File: src/rtl/uart_rx_fifo.sv
// UART 8N1 receiver running at 16x baud, feeding a small byte FIFO whose
// head is offered to a faster consumer through a ready/read/ok-toggle handshake.
module uart_rx_fifo #(
  parameter int DEPTH   = 16,
  parameter int HOLDOFF = 3
) (
  input  logic       clk_uart16,
  input  logic       rst,
  input  logic       rx,
  input  logic       read,
  output logic       ready,
  output logic [7:0] data,
  output logic       ok,
  output logic       frame_err,
  output logic       overflow
);

  localparam int AW = $clog2(DEPTH);
  localparam int HW = (HOLDOFF < 1) ? 1 : $clog2(HOLDOFF + 1);

  localparam logic [AW:0]   FULL_COUNT = (AW + 1)'(DEPTH);
  localparam logic [AW:0]   COUNT_ONE  = (AW + 1)'(1);
  localparam logic [AW-1:0] PTR_ONE    = AW'(1);
  localparam logic [HW-1:0] HOLD_LOAD  = HW'(HOLDOFF);
  localparam logic [HW-1:0] HOLD_ONE   = HW'(1);

  localparam logic [2:0] S_IDLE  = 3'd0;
  localparam logic [2:0] S_START = 3'd1;
  localparam logic [2:0] S_DATA  = 3'd2;
  localparam logic [2:0] S_STOP  = 3'd3;
  localparam logic [2:0] S_BREAK = 3'd4;

  logic            rx_meta, rx_s;
  logic            read_meta, read_s;
  logic [2:0]      state;
  logic [3:0]      tcnt;
  logic [2:0]      bcnt;
  logic [7:0]      shreg;
  logic [7:0]      mem [DEPTH];
  logic [AW-1:0]   wr_ptr, rd_ptr, rd_ptr_next;
  logic [AW:0]     count, count_next, after_pop;
  logic [HW-1:0]   holdoff;
  logic [7:0]      head_next;
  logic            push, pop, full, push_ok, drop;

  // Two-flop synchronisers for the asynchronous line and the foreign-domain read level
  always_ff @(posedge clk_uart16 or posedge rst) begin
    if (rst) begin
      rx_meta   <= 1'b1;
      rx_s      <= 1'b1;
      read_meta <= 1'b0;
      read_s    <= 1'b0;
    end else begin
      rx_meta   <= rx;
      rx_s      <= rx_meta;
      read_meta <= read;
      read_s    <= read_meta;
    end
  end

  // Frame deserialiser: validate start at mid-bit, then sample every 16 ticks
  always_ff @(posedge clk_uart16 or posedge rst) begin
    if (rst) begin
      state     <= S_IDLE;
      tcnt      <= 4'd0;
      bcnt      <= 3'd0;
      shreg     <= 8'd0;
      frame_err <= 1'b0;
    end else begin
      case (state)
        S_IDLE: begin
          if (!rx_s) begin
            state <= S_START;
            tcnt  <= 4'd0;
          end
        end
        S_START: begin
          if (tcnt == 4'd7) begin
            if (!rx_s) begin
              state <= S_DATA;
              tcnt  <= 4'd0;
              bcnt  <= 3'd0;
            end else begin
              state <= S_IDLE;
            end
          end else begin
            tcnt <= tcnt + 4'd1;
          end
        end
        S_DATA: begin
          tcnt <= tcnt + 4'd1;
          if (tcnt == 4'd15) begin
            shreg <= {rx_s, shreg[7:1]};
            bcnt  <= bcnt + 3'd1;
            if (bcnt == 3'd7) state <= S_STOP;
          end
        end
        S_STOP: begin
          tcnt <= tcnt + 4'd1;
          if (tcnt == 4'd15) begin
            if (rx_s) begin
              state <= S_IDLE;
            end else begin
              frame_err <= 1'b1;
              state     <= S_BREAK;
            end
          end
        end
        S_BREAK: begin
          if (rx_s) state <= S_IDLE;
        end
        default: state <= S_IDLE;
      endcase
    end
  end

  // Push/pop decisions and the next registered head, computed from current state
  always_comb begin
    push        = (state == S_STOP) && (tcnt == 4'd15) && rx_s;
    pop         = read_s && ready && (holdoff == '0);
    full        = (count == FULL_COUNT);
    push_ok     = push && (!full || pop);
    drop        = push && full && !pop;
    rd_ptr_next = pop ? rd_ptr + PTR_ONE : rd_ptr;
    after_pop   = pop ? count - COUNT_ONE : count;
    count_next  = push_ok ? after_pop + COUNT_ONE : after_pop;
    head_next   = (after_pop == '0) ? shreg : mem[rd_ptr_next];
  end

  // Storage array, written only when a received byte is accepted
  always_ff @(posedge clk_uart16) begin
    if (push_ok) mem[wr_ptr] <= shreg;
  end

  // Pointers, occupancy, registered head view, handshake toggle and holdoff
  always_ff @(posedge clk_uart16 or posedge rst) begin
    if (rst) begin
      wr_ptr   <= '0;
      rd_ptr   <= '0;
      count    <= '0;
      ready    <= 1'b0;
      data     <= 8'd0;
      ok       <= 1'b0;
      overflow <= 1'b0;
      holdoff  <= '0;
    end else begin
      rd_ptr <= rd_ptr_next;
      count  <= count_next;
      ready  <= (count_next != '0);
      if (count_next != '0) data <= head_next;
      if (push_ok) wr_ptr <= wr_ptr + PTR_ONE;
      if (drop) overflow <= 1'b1;
      if (pop) begin
        ok      <= ~ok;
        holdoff <= HOLD_LOAD;
      end else if (holdoff != '0) begin
        holdoff <= holdoff - HOLD_ONE;
      end
    end
  end

endmodule
File: config.mk
export PLATFORM = sky130hd
export DESIGN_NAME = uart_rx_fifo
export DESIGN_NICKNAME = d
export VERILOG_FILES = /design/src/rtl/uart_rx_fifo.sv
export SDC_FILE = /design/constraint.sdc
export NUM_CORES = 1
export LEC_CHECK = 0
export BUFFER_PORTS_ARGS = -buffer_cell sky130_fd_sc_hd__buf_2
export CAP_MARGIN = 5
export CELL_PAD_IN_SITES_DETAIL_PLACEMENT = 0
export CELL_PAD_IN_SITES_GLOBAL_PLACEMENT = 1
export CORE_MARGIN = 2
export CORE_UTILIZATION = 52
export DETAILED_ROUTE_END_ITERATION = 8
export GPL_TIMING_DRIVEN = 0
export PLACE_DENSITY_LB_ADDON = 0.1
export SLEW_MARGIN = 20
export SYNTH_ARGS = -nofsm -noshare
export SYNTH_HDL_FRONTEND = slang
export SYNTH_SLANG_ARGS = --single-unit
File: constraint.sdc
create_clock -name clk_uart16 -period 3.45 [get_ports clk_uart16]
set_clock_uncertainty 0.05 [all_clocks]
set_input_delay 0.345 -clock clk_uart16 [delete_from_list [all_inputs] [get_ports clk_uart16]]
set_output_delay 0.345 -clock clk_uart16 [all_outputs]
set_load 0.005 [all_outputs]
==> results of run 1 <==
==> cell families after synthesis <==
group                    share of synthesized area
XOR/XNOR                                    0.0155
adder cells (fa/ha/maj)                     0.0162
buffers and inverters                       0.0325
flip-flops                                   0.597
AND/OR/NAND/NOR                              0.115
AO/OA/AOI/OAI                                0.131
multiplexers                                0.0932
==> what timing repair did <==
| item | in CTS | in global routing |
|---|---|---|
| endpoints found under the setup margin | 130 | 45 |
| hold buffers | 3 | 0 |
| setup buffers | 0 | 1 |
| hold endpoints to repair | 23 | 0 |
| pin swaps | 0 | 1 |
| resized for setup | 16 | 13 |
==> critical path: cells and delay by family, from the launching register on <==
family	cells	cell delay, ps
adder cells (fa/ha/maj)	1	180
flip-flops	1	380
AND/OR/NAND/NOR	3	750
AO/OA/AOI/OAI	3	1070
buffers and inverters	3	680
multiplexers	1	130
==> routing by layer <==
metal,global-route usage,share of wire
met5,0,0
met4,0.0924,0.020
met3,0.0415,0.067
met2,0.412,0.49
met1,0.357,0.43
==> power by group through the flow <==
stage / logic (mW) / registers [mW] / clock network, mW
after floorplan: 2.02 / 2.55 / 0
after global placement: 2.73 / 2.56 / 0
after detailed placement: 2.80 / 2.56 / 0
final: 2.90 / 2.53 / 2.14
after CTS: 2.81 / 2.52 / 2.16
after global routing: 3.13 / 2.54 / 2.26
==> cell usage after synthesis, drive strengths merged, types with 16 or more instances <==
library cell  number
or3               17
o22ai             17
nand3             18
buf               23
a21oi             16
mux2i             33
edfxtp           128
dfrtp             47
mux2              25
nor3              25
nand2             20
nor2              84
a221oi            23
clkbuf            28
==> through the flow <==
step / instances / setup WS, ps
global route: 946 / -0.537
floorplan: 677 / 299
CTS: 945 / 86.6
detailed placement: 911 / -732
global placement: 908 / -1140
finish: 946 / 143
==> area by class of cell <==
type / count / share of cell area
Inverter: 15 / 0.00580
Multi-Input combinational cell: 434 / 0.337
Clock buffer: 17 / 0.0439
Timing Repair Buffer: 22 / 0.0165
Tap cell: 216 / 0.0279
Buffer: 50 / 0.0227
Sequential cell: 177 / 0.523
Clock inverter: 15 / 0.0237
==> sequential cells by signal, summed over array words and instances (netlist names) <==
name,count
state,3
wr_ptr,4
ok,1
count,5
shreg,8
data,8
read_meta,1
read_s,1
holdoff,2
bcnt,3
rx_meta,1
overflow,1
tcnt,4
mem,128
ready,1
rd_ptr,4
rx_s,1
frame_err,1
==> how the worst max path moves through the flow <==
stage / start / to / slack (ps)
6_report: holdoff[0]$_DFFE_PP0P_ / data[2]$_DFFE_PP0P_ / 140
5_1_grt: holdoff[0]$_DFFE_PP0P_ / data[3]$_DFFE_PP0P_ / -0.5
3_5_place_dp: holdoff[0]$_DFFE_PP0P_ / mem[11][6]$_DFFE_PP_ / -730
4_1_cts: holdoff[0]$_DFFE_PP0P_ / data[7]$_DFFE_PP0P_ / 90
2_1_floorplan: holdoff[0]$_DFFE_PP0P_ / mem[3][0]$_DFFE_PP_ / 300
3_3_place_gp: holdoff[0]$_DFFE_PP0P_ / mem[3][3]$_DFFE_PP_ / -1140
==> impl_results.md, run 1 <==
* Part of the cycle the worst path needs at 0.959
* All-layer global routing usage at 0.257
* Number of placed I/O pins at 16
* Worst hold stages at 0
* Slew margin rel. at 0.316
* Unique masters post-synth at 60
* Post-Synthesis Cell Area at around 0.0085 mm2
* Max stage delay on crit path at 740 ps
* H-Tree Level Count at 4
* Final max-slew violation count at 0
* TritonCTS clock tree: yes
* Type of the worst min-delay path: flip-flop to flip-flop
* Last weighted congestion value of the routability-driven placer at 0.847
* Fin area at 0.00970 mm2
* Largest net degree at the start of global routing at 29
* Power density over the cells at a little under 800 mW/mm2
* Endpoint of the worst hold-timing path: rx_s$_DFF_PP1_
* LEAKAGE at 3.55 nW
* Number of detailed-route iterations in the first pass at 7
* Critical path start-end classification: flip-flop to flip-flop
* Buffer levels on the longest clock path at 2
* Cell with the largest stage delay on the worst path: a31oi_1
* DRC viols at 0
* Highest-count cells in the layout ignoring fill and taps: edfxtp_1, nor2_1, dfrtp_1
* Final-layout setup total negative slack at 0 ps
* Number of synthesized flops with an enable pin at approximately 130
* Power consumption at ~7.6 mW
* Layout overhead on the synthesized area at 14.1%
* Share of cells above drive strength 1 at 0.193
* Portion of the post-synthesis area used by sequential elements at 0.597
* Max-Cap Viols at 0
* Die width at 132 um
* Minimum period implied by the final worst setup slack at 3310 ps
* Top fanout value on the critical path at 10
* Final cell utilization of the core at 0.608
* Setup repair after global routing missed its margin: yes
* Die H at 132 um
* Area of all sequential standard cells at 0.00507 mm2
* Synthesized netlist net count at 692
* Final setup viols at 0
* Switching part of the total power at 0.358
* Number of global-route vias before repair at about 6,000
* Post-layout nets at about 730
* Final global-route overflow total at 0
* Post-DR wirelength/cell at between 20 and 25 um
* Initial core utilization at 0.533
* Worst setup slack for register-to-register paths at 140 ps
* Post-synth top area cell: edfxtp_1
* Count of buffers inserted at the top-level ports at 15
* R2r startpoint: holdoff[0]$_DFFE_PP0P_
* Logic pwr share at 0.383
* Psw at ~2.7 mW
* Int Power at 4.86 mW
* Sequential Power Share at 0.334
* Highest achievable clock rate at ~300 MHz
* Slew of the pin with the lowest slew margin at 1020 ps
* Detailed placer's ending HPWL at 14,600 um
* Area share of the largest cell type after synthesis at 0.452
* R2r endpoint: data[2]$_DFFE_PP0P_
* Total wire length after detailed routing at between 20,000 and 25,000 um
* Number of antenna violations at the first check in global routing at 0
* Area of the multi-input gates at 0.00327 mm2
* Status: finished clean
* Total number of vias at 6,110
* Mapped Cells at 677
* Post-detailed-route via-to-cell ratio at 6.46
* Total core area at between 0.015 and 0.02 mm2
* Cell types occupying the most area after synthesis: edfxtp_1, dfrtp_1, mux2i_1
* Worst min-delay path startpoint: rx_meta$_DFF_PP1_
* Syn. warnings at 0
* Most frequent standard cell in the layout excluding fill and tap cells: edfxtp_1
* Flop and latch count out of synthesis at 177
* Critical Path, Cell by Cell: inv_1 -> ha_1 -> buf_2 -> a31oi_1 -> clkbuf_1 -> a221oi_1 -> nor2_1 -> nor3_1 -> nor4_1 -> a211o_1 -> mux2_2
* Crit path launch type: flip-flop
* DRC violation total after the first TritonRoute iteration at 593
* Global-route wire length before repair at 33,700 um
* Worst endpoint data arrival time at between 3000 and 4000 ps
* Clk Latency, worst-skew pair at 440 ps
* Async set or reset register ratio after synthesis at 0.277
* Final Hold Viols at 0
* Clk network pwr share at 0.283
* Clock tree sinks at 177
* Primary flip-flop cell chosen by synthesis mapping: edfxtp_1
* Area of the die at 0.0174 mm2
* IR drop worst, VDD at between 0.3 and 0.4 mV
* Hold slack final at 308 ps
* Clock Pin Slew Worst Setup and Hold Paths at 70 ps
* Clock Tree Root: clkbuf_16
* Register-to-Register Path Depth at 11
* Number of fill cells in the layout at 1,278
* Post-place instance area at approximately 0.0089 mm2
* Total CTS buffers at 17
* Crit path required time at approximately 3800 ps
* Sort of element at the end of the critical path: flip-flop
* Total number of placement rows at 46
* Count of antenna-violating nets left after detailed routing at 0
* Syn_area_per_cell at 12.6 um2
* Antenna diodes at 0
(Power assumes the default switching activity.)
==> run 2, diff against run 1 <==
--- a/config.mk
+++ b/config.mk
@@ -9,10 +9,8 @@
 export CAP_MARGIN = 5
 export CELL_PAD_IN_SITES_DETAIL_PLACEMENT = 0
 export CELL_PAD_IN_SITES_GLOBAL_PLACEMENT = 1
-export CORE_MARGIN = 2
 export CORE_UTILIZATION = 52
 export DETAILED_ROUTE_END_ITERATION = 8
-export GPL_TIMING_DRIVEN = 0
 export PLACE_DENSITY_LB_ADDON = 0.1
 export SLEW_MARGIN = 20
 export SYNTH_ARGS = -nofsm -noshare
==> impl_results.md, run 2 (same netlist as run 1, synthesis figures left out) <==
* Final max-slew violation count at 0
* Post-DR wirelength/cell at 22.3 um
* Initial core utilization at 0.533
* Share of cells above drive strength 1 at 0.194
* Final setup viols at 0
* Top fanout value on the critical path at 13
* Highest-count cells in the layout ignoring fill and taps: edfxtp_1, nor2_1, dfrtp_1
* IR drop worst, VDD at around 0.43 mV
* Worst setup slack for register-to-register paths at 240 ps
* Max-Cap Viols at 0
* Crit path required time at around 3800 ps
* Critical path start-end classification: flip-flop to flip-flop
* Largest net degree at the start of global routing at 35
* Type of the worst min-delay path: primary input to async pin
* Total number of vias at 5,901
* Setup repair after global routing missed its margin: no
* Max reg flops at between 100 and 150
* Least setup slack across all paths after layout at 243 ps
* Pre-CTS WS at 287 ps
* Antenna diodes at 0
* Total number of placement rows at 46
* TritonCTS clock tree: yes
* Status: complete, but fails checks
* Number of antenna violations at the first check in global routing at 0
* Area of all sequential standard cells at 0.00507 mm2
* Total CTS buffers at 17
* Clock tree sinks at between 150 and 200
* Slew margin rel. at 0.447
* LEAKAGE at 3.56 nW
* Number of detailed-route iterations in the first pass at 5
* Area of the multi-input gates at 0.00317 mm2
* Hold slack final at -10.2 ps
* Number of placed instances, taps included at ~900
* Final-layout setup total negative slack at 0 ps
* Most used routing layer: met2
* Regs by FF count: mem x128, data x8, shreg x8
* Number of setup buffers added after CTS at 0
* Final global-route overflow total at 0
* Count of buffers inserted at the top-level ports at 15
* Most frequent standard cell in the layout excluding fill and tap cells: edfxtp_1
* Power density over the cells at between 700 and 800 mW/mm2
* Buffer levels on the longest clock path at 2
* Worst endpoint data arrival time at about 3500 ps
* Total wire length after detailed routing at about 21,000 um
* Final non-filler cell total at 936
* Number of placed I/O pins at 16
* Die width at ~130 um
* Sort of element at the end of the critical path: flip-flop
* Total core area at 0.0159 mm2
* Clk Latency, worst-skew pair at approximately 430 ps
* Number of global-route vias before repair at 5,683
* Met1 GRT Util at 0.365
* GR Layer Usage met2 at 0.411
* Detailed placer's ending HPWL at 13,800 um
* Minimum period implied by the final worst setup slack at 3210 ps
* Highest achievable clock rate at around 310 MHz
* Largest register by flop count: mem
* Layout overhead on the synthesized area at 12.3%
* Post-layout nets at a little over 700
* All-layer global routing usage at 0.262
* Part of the cycle the worst path needs at 0.930
* Post-detailed-route via-to-cell ratio at 6.30
* Die H at roughly 130 um
* Clock Tree Root: clkbuf_16
* Area of the die at 0.0169 mm2
* H-Tree Level Count at 4
* Violations in the final reports: negative hold slack
* Met3 global-route usage at 0.0496
* Final Hold Viols at 10
* Clock Pin Slew Worst Setup and Hold Paths at 70 ps
* Number of fill cells in the layout at 1,268
* Slew of the pin with the lowest slew margin at 828 ps
* Global-route wire length before repair at 32,100 um
* Crit path launch type: flip-flop
* DRC violation total after the first TritonRoute iteration at 563
* Count of antenna-violating nets left after detailed routing at 0
* DRC viols at 0
* Last weighted congestion value of the routability-driven placer at 0.804
[run 2: cell count changes in the layout (fill, tap and decap cells not counted), sizes merged, moves of 3 or more]
cell | previous run | this run
buf | 41 | 60
bufinv | 5 | 0
clkbuf | 45 | 19
clkinv | 3 | 6
[run 2: cell type report]
class | instances | share of cell area
Inverter | 15 | 0.00590
Clock inverter | 13 | 0.0110
Clock buffer | 19 | 0.0464
Timing Repair Buffer | 62 | 0.0453
Sequential cell | 177 | 0.531
Tap cell | 216 | 0.0283
Multi-Input combinational cell | 434 | 0.332
[run 2: through the flow]
stage | power, mW | cell area, um2 | utilization
detailed placement | 5.31 | 8980 | 0.563
CTS | 7.11 | 9550 | 0.599
global route | 7.47 | 9550 | 0.599
finish | 7.10 | 9550 | 0.599
global placement | 5.23 | 8980 | 0.563
floorplan | 4.57 | 8500 | -
[run 2: path summary, 6_finish.rpt]
check	from	to	cells past startpoint
max	holdoff[0]$_DFFE_PP0P_	data[5]$_DFFE_PP0P_	11
min	rst	frame_err$_DFFE_PP0P_	2
max reg2reg	holdoff[0]$_DFFE_PP0P_	data[5]$_DFFE_PP0P_	11
min reg2reg	read_meta$_DFF_PP0_	read_s$_DFF_PP0_	0
max in group asynchronous	rst	wr_ptr[2]$_DFFE_PP0N_	3
min in group clk_uart16	read_meta$_DFF_PP0_	read_s$_DFF_PP0_	0
[run 2: metal layers]
layer	routed length (um)	share of wire
met1	9380	0.45
met3	1160	0.055
met4	363	0.017
met5	0	0
met2	10000	0.48
[run 2: critical path: stages, from the launching register on]
cell,delay (ps)
dfrtp_1,400
inv_1,70
ha_1,280
nand3_2,200
buf_4,230
nand2_1,450
buf_4,300
nor2_1,50
or3_1,350
a311oi_1,440
a211o_1,180
mux2_2,140
[run 2: what timing repair did]
| action | CTS | global route |
|---|---|---|
| gates resized for setup | 0 | 0 |
| hold buffers | 2 | 0 |
| hold endpoints to repair | 2 | 0 |
[run 2: power by group]
group          total, mW  switching [mW]  leakage [nW]  internal [mW]
combinational       2.69            1.55          1.47           1.14
clock               1.79           0.839         0.258          0.952
sequential          2.62           0.194          1.83           2.42
==> run 3, diff against run 2 <==
--- a/config.mk
+++ b/config.mk
@@ -7,11 +7,10 @@
 export LEC_CHECK = 0
 export BUFFER_PORTS_ARGS = -buffer_cell sky130_fd_sc_hd__buf_2
 export CAP_MARGIN = 5
-export CELL_PAD_IN_SITES_DETAIL_PLACEMENT = 0
-export CELL_PAD_IN_SITES_GLOBAL_PLACEMENT = 1
-export CORE_UTILIZATION = 52
+export CORE_UTILIZATION = 57
+export CTS_BUF_LIST = sky130_fd_sc_hd__clkbuf_16
 export DETAILED_ROUTE_END_ITERATION = 8
-export PLACE_DENSITY_LB_ADDON = 0.1
+export PLACE_DENSITY = 0.73
 export SLEW_MARGIN = 20
 export SYNTH_ARGS = -nofsm -noshare
 export SYNTH_HDL_FRONTEND = slang
==> impl_results.md, run 3 (same netlist as run 1, synthesis figures left out) <==
* Status: finished clean
* TritonCTS clock tree: yes
* DRC viols at 0
* Regs by FF count: mem x128, data x8, shreg x8
* Total core area at roughly 0.015 mm2
* Largest net degree at the start of global routing at 50
* Switching part of the total power at 0.355
* Number of setup buffers added after CTS at 0
* Top fanout value on the critical path at 13
* Detailed placer's ending HPWL at 13,000 um
* Total number of vias at 5,978
* Number of fill cells in the layout at 1,073
* Post-layout nets at 708
* Final setup viols at 0
* Psw at 2.53 mW
* LEAKAGE at ~3.5 nW
* Number of buffers inserted by hold repair at cts at 2
* Worst endpoint data arrival time at between 3000 and 4000 ps
* Most frequent standard cell in the layout excluding fill and tap cells: edfxtp_1
* Final Hold Viols at 0
* Part of the cycle the worst path needs at 0.927
* Int Power at between 4 and 5 mW
* Number of placed I/O pins at 16
* Post_cts resized at 0
* Critical path buffers and inverters at 1
* Crit path launch type: flip-flop
* Area of all sequential standard cells at 0.00507 mm2
* IR drop worst, VDD at 0.392 mV
* Clk Latency, worst-skew pair at 430 ps
* H-Tree Level Count at 4
* Max reg flops at 128
* Power density over the cells at 755 mW/mm2
* Global-route wire length before repair at 30,500 um
* Total number of placement rows at 44
* Highest achievable clock rate at between 300 and 400 MHz
* Critical path start-end classification: flip-flop to flip-flop
* Area of the multi-input gates at 0.00317 mm2
* Clk network pwr share at 0.265
* All-layer global routing usage at 0.274
* Area of the die at 0.0154 mm2
* Setup repair after global routing missed its margin: no
* Die width at 124 um
* Post-detailed-route via-to-cell ratio at 6.72
* Die H at 124 um
* Largest register by flop count: mem
* Cell with the largest stage delay on the worst path: and3_1
* Share of cells above drive strength 1 at 0.178
* Final-layout setup total negative slack at 0 ps
* Hold slack final at between 1.5 and 2 ps
* Type of the worst min-delay path: primary input to async pin
* Number of antenna violations at the first check in global routing at 0
* Critical Path, Cell by Cell: inv_1 -> ha_1 -> and3_1 -> a21oi_1 -> or2_2 -> o41ai_1 -> a41oi_1 -> nor3_4 -> mux2_2
* Logic pwr share at 0.366
* Number of detailed-route iterations in the first pass at 5
* Antenna diodes at 0
* Crit path required time at between 3000 and 4000 ps
* Final max-slew violation count at 0
* Layout overhead on the synthesized area at 11.2%
* Sort of element at the end of the critical path: flip-flop
* Buffer levels on the longest clock path at 2
* Slew margin rel. at 0.425
* Clock Pin Slew Worst Setup and Hold Paths at 60 ps
* Count of antenna-violating nets left after detailed routing at 0
* Final global-route overflow total at 0
* Slew of the pin with the lowest slew margin at 862 ps
* Kind of cell adding the most delay to the critical path: simple AND/OR/NAND/NOR gates
* Highest-count cells in the layout ignoring fill and taps: edfxtp_1, nor2_1, dfrtp_1
* Clock tree sinks at around 180
* Total wire length after detailed routing at 20,100 um
* Max-Cap Viols at 0
* Last weighted congestion value of the routability-driven placer at 0.857
* Number of global-route vias before repair at 5,614
* Count of buffers inserted at the top-level ports at 15
* Max stage delay on crit path at 510 ps
* Initial core utilization at 0.585
* Minimum period implied by the final worst setup slack at 3200 ps
* Post-DR wirelength/cell at about 23 um
* Sequential Power Share at 0.370
* Total CTS buffers at 17
* DRC violation total after the first TritonRoute iteration at roughly 700
* Clock Tree Root: clkbuf_16
[run 3: cell types whose count changed in the layout (fill, tap and decap cells not counted), sizes merged]
cell / change
inv: +2
buf: -14
clkinvlp: -4
clkbuf: +2
[run 3: final timing paths]
check | from | end | slack, ps | depth (start not counted)
worst min-delay path | rst | count[3]$_DFF_PP0_ | 2 | 2
worst min register to register | rx_meta$_DFF_PP1_ | rx_s$_DFF_PP1_ | 310 | 0
max in group asynchronous | rst | rd_ptr[0]$_DFF_PP0_ | 2790 | 2
worst max register to register | holdoff[0]$_DFFE_PP0P_ | data[4]$_DFFE_PP0P_ | 250 | 9
worst max-delay path | holdoff[0]$_DFFE_PP0P_ | data[4]$_DFFE_PP0P_ | 250 | 9
min in group clk_uart16 | rx_meta$_DFF_PP1_ | rx_s$_DFF_PP1_ | 310 | 0
[run 3: power groups by stage]
| stage | combinational [mW] | clock, mW | sequential (mW) |
|---|---|---|---|
| 2_1_floorplan | 2.02 | 0 | 2.55 |
| 3_3_place_gp | 2.49 | 0 | 2.67 |
| 3_5_place_dp | 2.55 | 0 | 2.68 |
| 4_1_cts | 2.57 | 1.91 | 2.63 |
| 5_1_grt | 2.81 | 2.01 | 2.67 |
| 6_report | 2.61 | 1.89 | 2.64 |
[run 3: per-stage QoR]
step                area (um2)  worst slack, ps   util  instances  power (mW)
floorplan                 8500              299      -        677        4.57
global placement          8830              390  0.608        856        5.16
global route              9450             97.4  0.650        890        7.49
detailed placement        8830              311  0.608        856        5.23
CTS                       9450              270  0.650        890        7.12
finish                    9450              251  0.650        890        7.14
[run 3: layer usage]
layer  track usage  share of wire
met1         0.363           0.41
met2         0.429           0.48
met3        0.0797          0.088
met4         0.102          0.020
met5             0              0
[run 3: layout make-up]
type | instances | share of cell area
clock buffer | 21 | 0.0556
timing repair buffer | 48 | 0.0347
inverter | 15 | 0.00609
multi-input combinational | 434 | 0.335
clock inverter | 11 | 0.00728
sequential | 177 | 0.537
tap | 184 | 0.0244
[run 3: worst reg2reg max path, stage by stage, from the launching register on]
cell and delay (ps):
dfrtp_1 390, inv_1 60, ha_1 280, and3_1 510, a21oi_1 200, or2_2 370
o41ai_1 290, a41oi_1 120, nor3_4 410, mux2_2 390
